[src/rtl/feature_bank_sched_pkg.sv]
// Shared definitions for the feature_in ping-pong bank scheduler:
// bank state encodings, default address width and bank_state packing.
package feature_bank_sched_pkg;

  localparam int ADDR_W_DEF   = 15;
  localparam int NUM_BANKS    = 2;
  localparam int BANK_STATE_W = 2;

  typedef enum logic [BANK_STATE_W-1:0] {
    BANK_EMPTY    = 2'd0,
    BANK_FILLING  = 2'd1,
    BANK_FULL     = 2'd2,
    BANK_DRAINING = 2'd3
  } bank_state_e;

  // bank_state port layout: bank1 in [3:2], bank0 in [1:0]
  function automatic logic [2*BANK_STATE_W-1:0] pack_bank_state(input bank_state_e b0,
                                                                 input bank_state_e b1);
    return {b1, b0};
  endfunction

endpackage

[src/rtl/fbank_slot.sv]
// Lifecycle register for one feature_in bank: EMPTY -> FILLING -> FULL -> DRAINING -> EMPTY.
module fbank_slot
  import feature_bank_sched_pkg::*;
(
  input  logic        clk,
  input  logic        rst,
  input  logic        fill,
  input  logic        full,
  input  logic        drain,
  input  logic        free,
  output bank_state_e state
);

  bank_state_e next_state;

  always_ff @(posedge clk or negedge rst) begin
    if (!rst) state <= BANK_EMPTY;
    else      state <= next_state;
  end

  // Each event only advances the bank from the state it is meant for.
  always_comb begin
    next_state = state;
    case (state)
      BANK_EMPTY:    if (fill)  next_state = BANK_FILLING;
      BANK_FILLING:  if (full)  next_state = BANK_FULL;
      BANK_FULL:     if (drain) next_state = BANK_DRAINING;
      BANK_DRAINING: if (free)  next_state = BANK_EMPTY;
      default:       next_state = BANK_EMPTY;
    endcase
  end

endmodule

[src/rtl/feature_bank_sched.sv]
// Ping-pong scheduler for the two feature_in banks: grants banks to the loader,
// generates write addresses, and hands FULL banks to the CLP in fill order.
module feature_bank_sched
  import feature_bank_sched_pkg::*;
#(
  parameter int ADDR_W = ADDR_W_DEF
) (
  input  logic              clk,
  input  logic              rst,
  input  logic              load_req,
  input  logic [ADDR_W-1:0] load_len,
  output logic              load_grant,
  output logic              load_bank,
  input  logic              wr_en,
  output logic [ADDR_W-1:0] wr_addr,
  output logic              load_done,
  input  logic              comp_req,
  output logic              comp_grant,
  output logic              comp_bank,
  input  logic              comp_done,
  output logic [3:0]        bank_state,
  output logic              busy,
  output logic              err
);

  bank_state_e          slot_state [NUM_BANKS];
  logic [NUM_BANKS-1:0] fill;
  logic [NUM_BANKS-1:0] full;
  logic [NUM_BANKS-1:0] drain;
  logic [NUM_BANKS-1:0] free;

  logic              fill_ptr;
  logic              drain_ptr;
  logic              load_active;
  logic              comp_active;
  logic [ADDR_W-1:0] counter;
  logic [ADDR_W-1:0] len;

  logic load_fire;
  logic load_finish;
  logic comp_fire;
  logic comp_free;
  logic err_set;

  // Grants look only at registered bank state, so a bank changed this cycle waits a cycle.
  always_comb begin
    load_fire   = load_req && !load_active && (slot_state[fill_ptr] == BANK_EMPTY);
    load_finish = load_active &&
                  ((len == '0) || (wr_en && (counter == len - ADDR_W'(1))));
    comp_fire   = comp_req && !comp_active && (slot_state[drain_ptr] == BANK_FULL);
    comp_free   = comp_done && comp_active;
    err_set     = (wr_en && (!load_active || (len == '0))) || (comp_done && !comp_active);
  end

  for (genvar i = 0; i < NUM_BANKS; i++) begin : g_slot
    assign fill[i]  = load_fire   && (int'(fill_ptr)  == i);
    assign full[i]  = load_finish && (int'(load_bank) == i);
    assign drain[i] = comp_fire   && (int'(drain_ptr) == i);
    assign free[i]  = comp_free   && (int'(comp_bank) == i);

    fbank_slot u_slot (
      .clk   (clk),
      .rst   (rst),
      .fill  (fill[i]),
      .full  (full[i]),
      .drain (drain[i]),
      .free  (free[i]),
      .state (slot_state[i])
    );
  end

  always_ff @(posedge clk or negedge rst) begin
    if (!rst) begin
      fill_ptr    <= 1'b0;
      drain_ptr   <= 1'b0;
      load_active <= 1'b0;
      comp_active <= 1'b0;
      counter     <= '0;
      len         <= '0;
      load_grant  <= 1'b0;
      load_bank   <= 1'b0;
      load_done   <= 1'b0;
      comp_grant  <= 1'b0;
      comp_bank   <= 1'b0;
      err         <= 1'b0;
    end else begin
      load_grant <= load_fire;
      load_done  <= load_finish;
      comp_grant <= comp_fire;
      err        <= err | err_set;

      if (load_fire) begin
        fill_ptr    <= ~fill_ptr;
        load_bank   <= fill_ptr;
        len         <= load_len;
        counter     <= '0;
        load_active <= 1'b1;
      end else begin
        if (load_finish) load_active <= 1'b0;
        if (load_active && wr_en && (len != '0)) counter <= counter + ADDR_W'(1);
      end

      if (comp_fire) begin
        drain_ptr   <= ~drain_ptr;
        comp_bank   <= drain_ptr;
        comp_active <= 1'b1;
      end else if (comp_free) begin
        comp_active <= 1'b0;
      end
    end
  end

  assign wr_addr    = counter;
  assign bank_state = pack_bank_state(slot_state[0], slot_state[1]);
  assign busy       = (bank_state != 4'b0000) || load_req || comp_req;

endmodule

[config.mk]
export PLATFORM = sky130hd
export DESIGN_NAME = feature_bank_sched
export DESIGN_NICKNAME = d
export VERILOG_FILES = /design/src/rtl/feature_bank_sched_pkg.sv /design/src/rtl/fbank_slot.sv /design/src/rtl/feature_bank_sched.sv
export SDC_FILE = /design/constraint.sdc
export NUM_CORES = 1
export LEC_CHECK = 0
export ABC_AREA = 1
export ABC_CLOCK_PERIOD_IN_PS = 3350
export CAP_MARGIN = 0
export CORE_ASPECT_RATIO = 0.75
export CORE_MARGIN = 5
export CORE_UTILIZATION = 37
export CTS_BUF_LIST = sky130_fd_sc_hd__clkbuf_16
export CTS_CLUSTER_DIAMETER = 200
export DETAILED_ROUTE_END_ITERATION = 12
export PLACE_DENSITY = 0.7
export SLEW_MARGIN = 30
export SYNTH_ARGS = -nofsm -noshare
export SYNTH_HDL_FRONTEND = slang
export SYNTH_SLANG_ARGS = --single-unit
[constraint.sdc]
create_clock -name clk -period 3.35 [get_ports clk]
set_input_delay 0.335 -clock clk [delete_from_list [all_inputs] [get_ports clk]]
set_output_delay 0.335 -clock clk [all_outputs]
set_load 0.05 [all_outputs]
After elaboration in Yosys (flattened, before gate mapping):

Index checks and enable logic that the tools add are counted.

* flip-flop bits (word level): 44
* input port bits: 21
* output and inout bits: 26
* word-level logic and storage cells: 102

* $add $sub $neg: 2
* $lt $le $gt $ge: 2
* equal/unequal tests: 16
* muxes and demuxes: 22
* bitwise operators: 9
* reduce and logical (&&, ||, !) cells: 37

Operators with widths (count)
* 2-to-1 mux 15 bit: 2
* 2-to-1 mux 2 bit: 14
* logical AND 1 bit: 19
* != test 2 x 1 -> 1 bit, second input constant: 8
* case mux 2 bit (4 select lines): 2
* adder 15 x 1 -> 15 bit, second input constant: 1
* equality test 15 bit: 1
* logical NOT 15 bit: 1
* nonzero test 15 bit: 1
* subtractor 15 x 1 -> 15 bit, second input constant: 1
* equality test 2 bit, second input constant: 5
* AND reduction 4 bit: 2
* logical NOT 2 bit: 3
* NOT 1 bit: 6
* nonzero test 2 bit: 3
* logical OR 1 bit: 5
* equality test 2 x 1 -> 1 bit, second input constant: 2
* greater-or-equal comparator 2 bit, second input constant: 2
* 2-to-1 mux 1 bit: 4
* NOT 1 -> 2 bit: 2
* nonzero test 4 bit: 1
* logical NOT 1 bit: 2
* OR 1 bit: 1

Longest topological paths before layout:

Gate-level depths: netlist of the first run.

* depth in word-level cells: 9
* depth in mapped cells: 17
* gate-level depth less buffers: 17

By module:

A second synthesis of the first run with hierarchy kept.

* cells, all modules: 388
* area total of the unflattened synthesis: 2910.3 µm²

By module, submodules not included
* feature_bank_sched: instances 1, cells each 334, area an instance 2479.9 µm²
* fbank_slot: instances 2, cells each 27, area an instance 215.2 µm²

Least setup slack after synthesis of the first run:

No wires, ideal clock.

* path kind: register to register
* from: register g_slot[0].u_slot.state[1]
* to: register g_slot[0].u_slot.state[0]
* setup time: 120 ps
* data arrival time: 1824 ps
* slack: 1406 ps
* cell stages (with the launch flop): 10
* path buffers: 0
* period minus slack after synthesis: 1944 ps
* cell sequence: dfrtp_1 > inv_1 > o31ai_1 > nand3_1 > inv_1 > nand2_1 > a221oi_4 > nand2_2 > nand2_1 > nand2_1

* longest elaborated chain between the ends: 8
* elaborated cells between the ends (all ways): 22
* those cells by class: eq/ne (8); mux (7); reduce/logical (7)

Ends and longest elaborated chain
* start: declaration: RTL line fbank_slot.sv:11 `output bank_state_e state`
* start signal: assignment: RTL line fbank_slot.sv:18 `else state <= next_state;`
* 2-to-1 mux 2 bit (not written as such) (3 in series): RTL line feature_bank_sched.sv:50 `comp_fire = comp_req && !comp_active && (slot_state[drain_ptr] == BANK_FULL);`
* equality test 2 bit: RTL line feature_bank_sched.sv:50
* logical AND 1 bit: RTL line feature_bank_sched.sv:50
* named net comp_fire: RTL line feature_bank_sched.sv:41 `logic comp_fire;`
* logical AND 1 bit: RTL line feature_bank_sched.sv:58 `assign drain[i] = comp_fire && (int'(drain_ptr) == i);`
* != test 2 x 1 -> 1 bit (no line)
* AND reduction 4 bit (no line)

The timed path passes the listed nets, and every way through them passes these cells. The select of a mux whose other input is x is not followed.
A chain may end at the register's enable or synchronous reset.

Final worst setup path of the first run:

* from: register g_slot[0].u_slot.state[0]
* to: output busy

* longest elaborated chain between the ends: 3

Ends and longest elaborated chain
* nonzero test 4 bit: RTL line feature_bank_sched.sv:115 `assign busy = (bank_state != 4'b0000) || load_req || comp_req;`
* logical OR 1 bit (2 in series): RTL line feature_bank_sched.sv:115
* end: declaration: RTL line feature_bank_sched.sv:22 `output logic busy,`

Every way passes these cells.

==> impl_metrics.json, run 1 <==
{
  "fin_ws_ns": 0.999,
  "clock_skew_ns": 0.00676,
  "grt_pass1_vias": 2499,
  "synth_seq_cells": 44,
  "clkPwrFrac_pct": 13.1,
  "place_congestion": 0.871,
  "cp-end-kind": "output port",
  "area_delta_synth_final_pct": 24.9,
  "cts_buffers": 5,
  "cts_root_buf": "clkbuf_16",
  "fp.coreArea_mm2": 0.00740,
  "initial_core_util_pct": 38.2,
  "drc": 0,
  "pwr-share-comb_pct": 56.4,
  "worst_path_dominant_cell_family": "buffers and inverters",
  "ys_warn_count": 0,
  "synth_top_area_share_pct": 39.0,
  "leakage_uw": 0.00164,
  "die_area_mm2": 0.00949,
  "tightest_slew_ns": 0.558,
  "clk_latency_ns": 0.28,
  "synth_most_common_cell": "nand2_1",
  "worstSetupPathType": "reg2out",
  "antenna_found_initial": 0,
  "cts_max_path_buffers": 2,
  "synth_edf_count": 0,
  "synthFlopType": "dfrtp_1",
  "swShare_pct": 50.9,
  "regToRegStartpoint": "g_slot[0].u_slot.state[1]",
  "rsz0062_at_grt": "false",
  "rows": 27,
  "routed_via_density": 4.80,
  "final_hold_viol_count": 0,
  "hpwl_um": 5240,
  "path_clk_slew_ns": 0.06,
  "cts_setup_buffers": 0,
  "maxSlewHeadroom_pct": 62.8,
  "path_buf_inv": 2,
  "htree_levels": 2,
  "synthArstFlopShare_pct": 100,
  "drive_gt1_share_pct": 11.3,
  "critPathRequiredTime_ns": 3.01,
  "fin_crit_sh_pct": 70.2,
  "post-place-ws_ns": 1.01,
  "seq_power_share_pct": 30.4,
  "cts_resized": 0,
  "postRouteAntennaNets": 0,
  "timing.rr.end": "g_slot[0].u_slot.state[1]",
  "drv_slew": 0,
  "die-width_um": 111,
  "hp-class": "in2async",
  "grt_pass1_wl_um": 12100,
  "ctsHoldBuffers": 0,
  "drt_first_pass_iters": 4,
  "grt_max_degree": 45,
  "crit_path_top_delay_cell": "clkdlybuf4s50_1",
  "final_cell_area_mm2": 0.00352,
  "drv_cap": 0,
  "worst_setup_path_start_kind": "flip-flop",
  "num_vias": 2526,
  "path_cells": "inv_1 -> ha_1 -> nand3_1 -> clkdlybuf4s50_1",
  "synthTopCellsByCount": "nand2_1 (106), dfrtp_1 (44), inv_1 (42), nor2_1 (34), o21ai_0 (26)",
  "synthCells": 377,
  "io_pins": 47,
  "whs_ns": 0.0423,
  "netlist_area_mm2": 0.00282,
  "worstRegToRegCells": 7,
  "internal_power_uw": 1710,
  "crit_arrival_ns": 2.02,
  "setup_viol": 0,
  "peakVddDrop_mv": 0.394,
  "io_buffers": 46,
  "synth_top_area_cell": "dfrtp_1",
  "drt_iter0_drc": 161,
  "track_usage_pct": 15.4,
  "cts_tree": "built",
  "fmax_ghz": 0.425,
  "antenna_cells": 0,
  "synth.area.top_cells": "dfrtp_1 (39%), nand2_1 (14%), inv_1 (5.6%)",
  "pwr_density_cell_mw_per_mm2": 990,
  "reg2reg_slack_ns": 1.10,
  "switching_power_uw": 1770,
  "slowest_delay_ns": 0.80,
  "finalWirelength_um": 6930,
  "gr-total-overflow": 0,
  "utilization_pct": 47.6,
  "ys_seq_area_share_pct": 39.0,
  "setup_tns_ns": 0,
  "wl_per_cell_um": 13.2,
  "clock_sinks": 44,
  "placed_area_mm2": 0.00339,
  "fin_nets": 457,
  "finalCriticalPeriod_ns": 2.35,
  "critPathMaxFanout": 7,
  "syn_nets": 409,
  "outcome": "finished clean",
  "die_h_um": 85.6,
  "synth.avg_cell_area_um2": 7.49,
  "synth_cell_types": 34
}
[kinds of logic (layout without fill, tap and decap cells)]
logic type	count (synthesis)	in the layout	share of synthesized area, %
and+or+nand+nor	207	207	34.4
buffers and inverters	52	100	6.96
AOI/OAI and AO/OA	47	47	9.75
DFF	44	44	39.0
xor gates and xnor gates	16	16	4.96
adders and majority gates	11	11	4.88
[stage by stage]
stage	power, uW	std cells
after detailed placement	3030	519
after global placement	2980	519
after floorplan	2460	377
final	3490	526
after global routing	3790	526
after CTS	3510	526
[worst register-to-register path, delay by kind of cell, from the launching register on]
kind / cells / cell delay [ns]
flops: 1 / 0.44
simple gates: 5 / 1.12
compound gates: 2 / 0.58
[sequential cells by signal, summed over array words and instances, names as in the netlist]
name and flops:
len 15, wr_addr 15, g_slot.u_slot.state 4, comp_active 1, comp_bank 1, comp_grant 1
drain_ptr 1, err 1, fill_ptr 1, load_active 1, load_bank 1, load_done 1
load_grant 1
[area by class of cell]
type	count	area [um2]
Timing Repair Buffer	47	465
Sequential cell	44	1100
Multi-Input combinational cell	281	1530
Tap cell	101	126
Clock inverter	2	8.76
Inverter	46	173
Clock buffer	5	125
Fill cell	739	3870
[power groups by stage]
stage | registers, uW | clock network [uW] | logic (uW)
floorplan | 1370 | 0 | 1090
global placement | 1060 | 0 | 1920
detailed placement | 1070 | 0 | 1960
CTS | 1060 | 471 | 1980
global route | 1100 | 495 | 2200
finish | 1060 | 459 | 1970
[per-layer routing]
layer | vias to the layer above | global-route usage, % | share of wire (%)
met5 | - | 0 | 0
met4 | 0 | 3.69 | 0.78
met3 | 4 | 3.10 | 5.5
met2 | 74 | 23.4 | 41
met1 | 1163 | 22.4 | 52
li1 | 1285 | - | -
[cell usage in the layout (no fill, tap or decap), types with 2 or more instances in the layout]
cell             instances
xnor2_1                  6
nand2_1                106
nand4_1                  3
nand3_2                  4
or2_2                    2
o21ai_1                  2
dfrtp_1                 44
nor2_2                  10
nand2_2                 10
nor2_4                   5
nor2_1                  34
xor2_1                  10
o31ai_1                  5
inv_1                   43
nor4_1                   3
a21oi_1                 11
ha_1                    11
buf_4                    2
clkdlybuf4s50_1         45
nor3_1                   4
o21ai_0                 26
inv_2                    3
clkbuf_16                5
nand3_1                 20
[worst max-delay path by stage]
stage                                         start                   endpoint  slack (ns)  depth (start not counted)
after detailed placement                   load_req  g_slot[0].u_slot.state[0]        1.01                          7
after global placement                     load_req  g_slot[0].u_slot.state[1]        1.07                          7
after CTS                 g_slot[0].u_slot.state[0]                       busy        0.98                          4
after floorplan           g_slot[0].u_slot.state[1]  g_slot[0].u_slot.state[0]        1.41                          9
after global routing      g_slot[1].u_slot.state[1]  g_slot[0].u_slot.state[1]        0.87                          9
final                     g_slot[0].u_slot.state[0]                       busy         1.0                          4
Power figures use the tool's default switching activity.
==> inputs of run 2 (changes only) <==
--- a/config.mk
+++ b/config.mk
@@ -6,7 +6,7 @@
 export NUM_CORES = 1
 export LEC_CHECK = 0
 export ABC_AREA = 1
-export ABC_CLOCK_PERIOD_IN_PS = 3350
+export ABC_CLOCK_PERIOD_IN_PS = 2100
 export CAP_MARGIN = 0
 export CORE_ASPECT_RATIO = 0.75
 export CORE_MARGIN = 5
@@ -14,7 +14,7 @@
 export CTS_BUF_LIST = sky130_fd_sc_hd__clkbuf_16
 export CTS_CLUSTER_DIAMETER = 200
 export DETAILED_ROUTE_END_ITERATION = 12
-export PLACE_DENSITY = 0.7
+export PLACE_DENSITY = 0.72
 export SLEW_MARGIN = 30
 export SYNTH_ARGS = -nofsm -noshare
 export SYNTH_HDL_FRONTEND = slang
==> constraint.sdc (replaced) <==
create_clock -name clk -period 2.1 [get_ports clk]
set_input_delay 0.21 -clock clk [delete_from_list [all_inputs] [get_ports clk]]
set_output_delay 0.21 -clock clk [all_outputs]
set_load 0.05 [all_outputs]
==> run 2 against run 1 <==
Global-route usage rose by 0.53 points. Worst setup slack got worse by 0.90 ns. Clock skew down 0.0043 ns. First-iteration DRC count fell by 11%. Cell count rose by 2.1%. Clock power up 64%. Cell area increased by 3.7%. Critical endpoint is now g_slot[0].u_slot.state[0]. Largest cell class unchanged.
==> impl_metrics.json, run 2 (synthesized netlist as in run 1, its figures left out) <==
{
  "die_area_mm2": 0.00949,
  "fill_cells": 724,
  "htree_levels": 2,
  "fin_crit_sh_pct": 95.1,
  "drt_iter0_drc": 144,
  "drive_gt1_share_pct": 15.6,
  "path_clk_slew_ns": 0.06,
  "final_hold_viol_count": 0,
  "regToRegStartpoint": "len[2]",
  "grt_pass1_wl_um": 12400,
  "hpwl_um": 5590,
  "gr-total-overflow": 0,
  "finalWirelength_um": 7250,
  "outcome": "finished clean",
  "setup_viol": 0,
  "fmax_ghz": 0.501,
  "die_h_um": 85.6,
  "routed_via_density": 4.78,
  "io_buffers": 46,
  "pwr_density_cell_mw_per_mm2": 1580,
  "clk_latency_ns": 0.28,
  "peakVddDrop_mv": 0.729,
  "area_delta_synth_final_pct": 29.4,
  "grt_pass1_vias": 2576,
  "maxSlewHeadroom_pct": 63.2,
  "reg2reg_slack_ns": 0.10,
  "die-width_um": 111,
  "layout_common_cells": "nand2_1 (105), clkdlybuf4s50_1 (44), dfrtp_1 (43)",
  "hp-class": "in2async",
  "rsz0062_at_grt": "true",
  "postRouteAntennaNets": 0,
  "worstRegToRegCells": 17,
  "critPathRequiredTime_ns": 2.32,
  "tightest_slew_ns": 0.551,
  "finalCriticalPeriod_ns": 2.00,
  "antenna_cells": 0,
  "cts_tree": "built",
  "place_congestion": 0.873,
  "worst_setup_path_start_kind": "flip-flop",
  "cts_buffers": 5,
  "num_vias": 2568,
  "timing.rr.end": "g_slot[0].u_slot.state[0]",
  "cp-end-kind": "flip-flop",
  "grt_max_degree": 28,
  "rows": 27,
  "drv_cap": 0,
  "fin_ws_ns": 0.102,
  "multi_input_area_mm2": 0.00156,
  "drv_slew": 0,
  "seq_area_mm2": 0.00110,
  "critPathMaxFanout": 6,
  "leakage_uw": 0.00171,
  "final_common_cell": "nand2_1",
  "worstSetupPathType": "reg2reg",
  "drc": 0,
  "cts_max_path_buffers": 2,
  "track_usage_pct": 15.9,
  "cts_root_buf": "clkbuf_16",
  "crit_arrival_ns": 2.22,
  "fp.coreArea_mm2": 0.00740,
  "initial_core_util_pct": 38.2,
  "io_pins": 47,
  "clock_skew_ns": 0.00242,
  "post-place-ws_ns": 0.0164,
  "antenna_found_initial": 0,
  "drt_first_pass_iters": 4,
  "wl_per_cell_um": 13.5,
  "fin_nets": 467,
  "setup_tns_ns": 0,
  "clock_sinks": 44
}
-- run 2: cell type report --
| class | count | area share [%] |
|---|---|---|
| clock inverters | 3 | 0.377 |
| multi-input cells | 281 | 42.8 |
| repair buffers | 57 | 15.1 |
| well taps | 101 | 3.46 |
| flip-flops and latches | 44 | 30.2 |
| inverters | 46 | 4.73 |
| clock buffers | 5 | 3.42 |
-- run 2: layer usage --
metal	share of wire [%]	global-route usage, %	up-vias
met4	1.6	4.25	0
met5	0	0	-
met3	4.8	3.53	13
met2	43	24.7	57
li1	-	-	1318
met1	51	22.4	1180
-- run 2: worst max-delay path, stage by stage, from the launching register on --
cell and delay (ns):
dfrtp_2 0.45, nor2_1 0.16, nand2_2 0.15, buf_4 0.17, buf_4 0.12, o21ai_0 0.15
nand2_1 0.07, nand2_1 0.08, nor2_2 0.04, nand2_1 0.06, nor2_2 0.04, nand2_2 0.07
nand2_2 0.06, nand3_2 0.07, nand2_2 0.07, nand2_2 0.07, nand2_1 0.05, nand2_1 0.06
-- run 2: through the flow --
step / cells / hold slack, ns / total power, uW / utilization (%) / area, um2
after CTS: 531 / 0.456 / 5640 / 48.2 / 3570
after detailed placement: 522 / 0.233 / 4860 / 46.2 / 3420
after global routing: 537 / 0.490 / 6260 / 49.4 / 3650
final: 537 / 0.442 / 5780 / 49.4 / 3650
after floorplan: 377 / -0.0856 / 3920 / - / 2820
after global placement: 522 / 0.219 / 4790 / 46.2 / 3420
-- run 2: power by group --
| part | total (uW) | internal (uW) | switching, uW |
|---|---|---|---|
| Sequential | 1710 | 1200 | 507 |
| Clock | 752 | 432 | 320 |
| Combinational | 3320 | 1210 | 2110 |
-- run 2: worst max path at each step --
stage / start / end / slack (ns) / depth (start not counted)
2_1_floorplan: g_slot[0].u_slot.state[1] / g_slot[0].u_slot.state[0] / 0.16 / 9
3_3_place_gp: len[0] / g_slot[0].u_slot.state[0] / 0.10 / 17
3_5_place_dp: len[0] / g_slot[0].u_slot.state[0] / 0.02 / 17
4_1_cts: len[0] / g_slot[0].u_slot.state[0] / 0.006 / 17
5_1_grt: len[0] / g_slot[0].u_slot.state[0] / -0.05 / 16
6_report: len[2] / g_slot[0].u_slot.state[0] / 0.10 / 17
-- run 2: what timing repair did --
action / in CTS / in global routing
endpoints found under the setup margin: 0 / 9
hold endpoints to repair: 22 / 0
setup buffers: 0 / 6
gates resized for setup: 0 / 14
hold buffers: 1 / 0
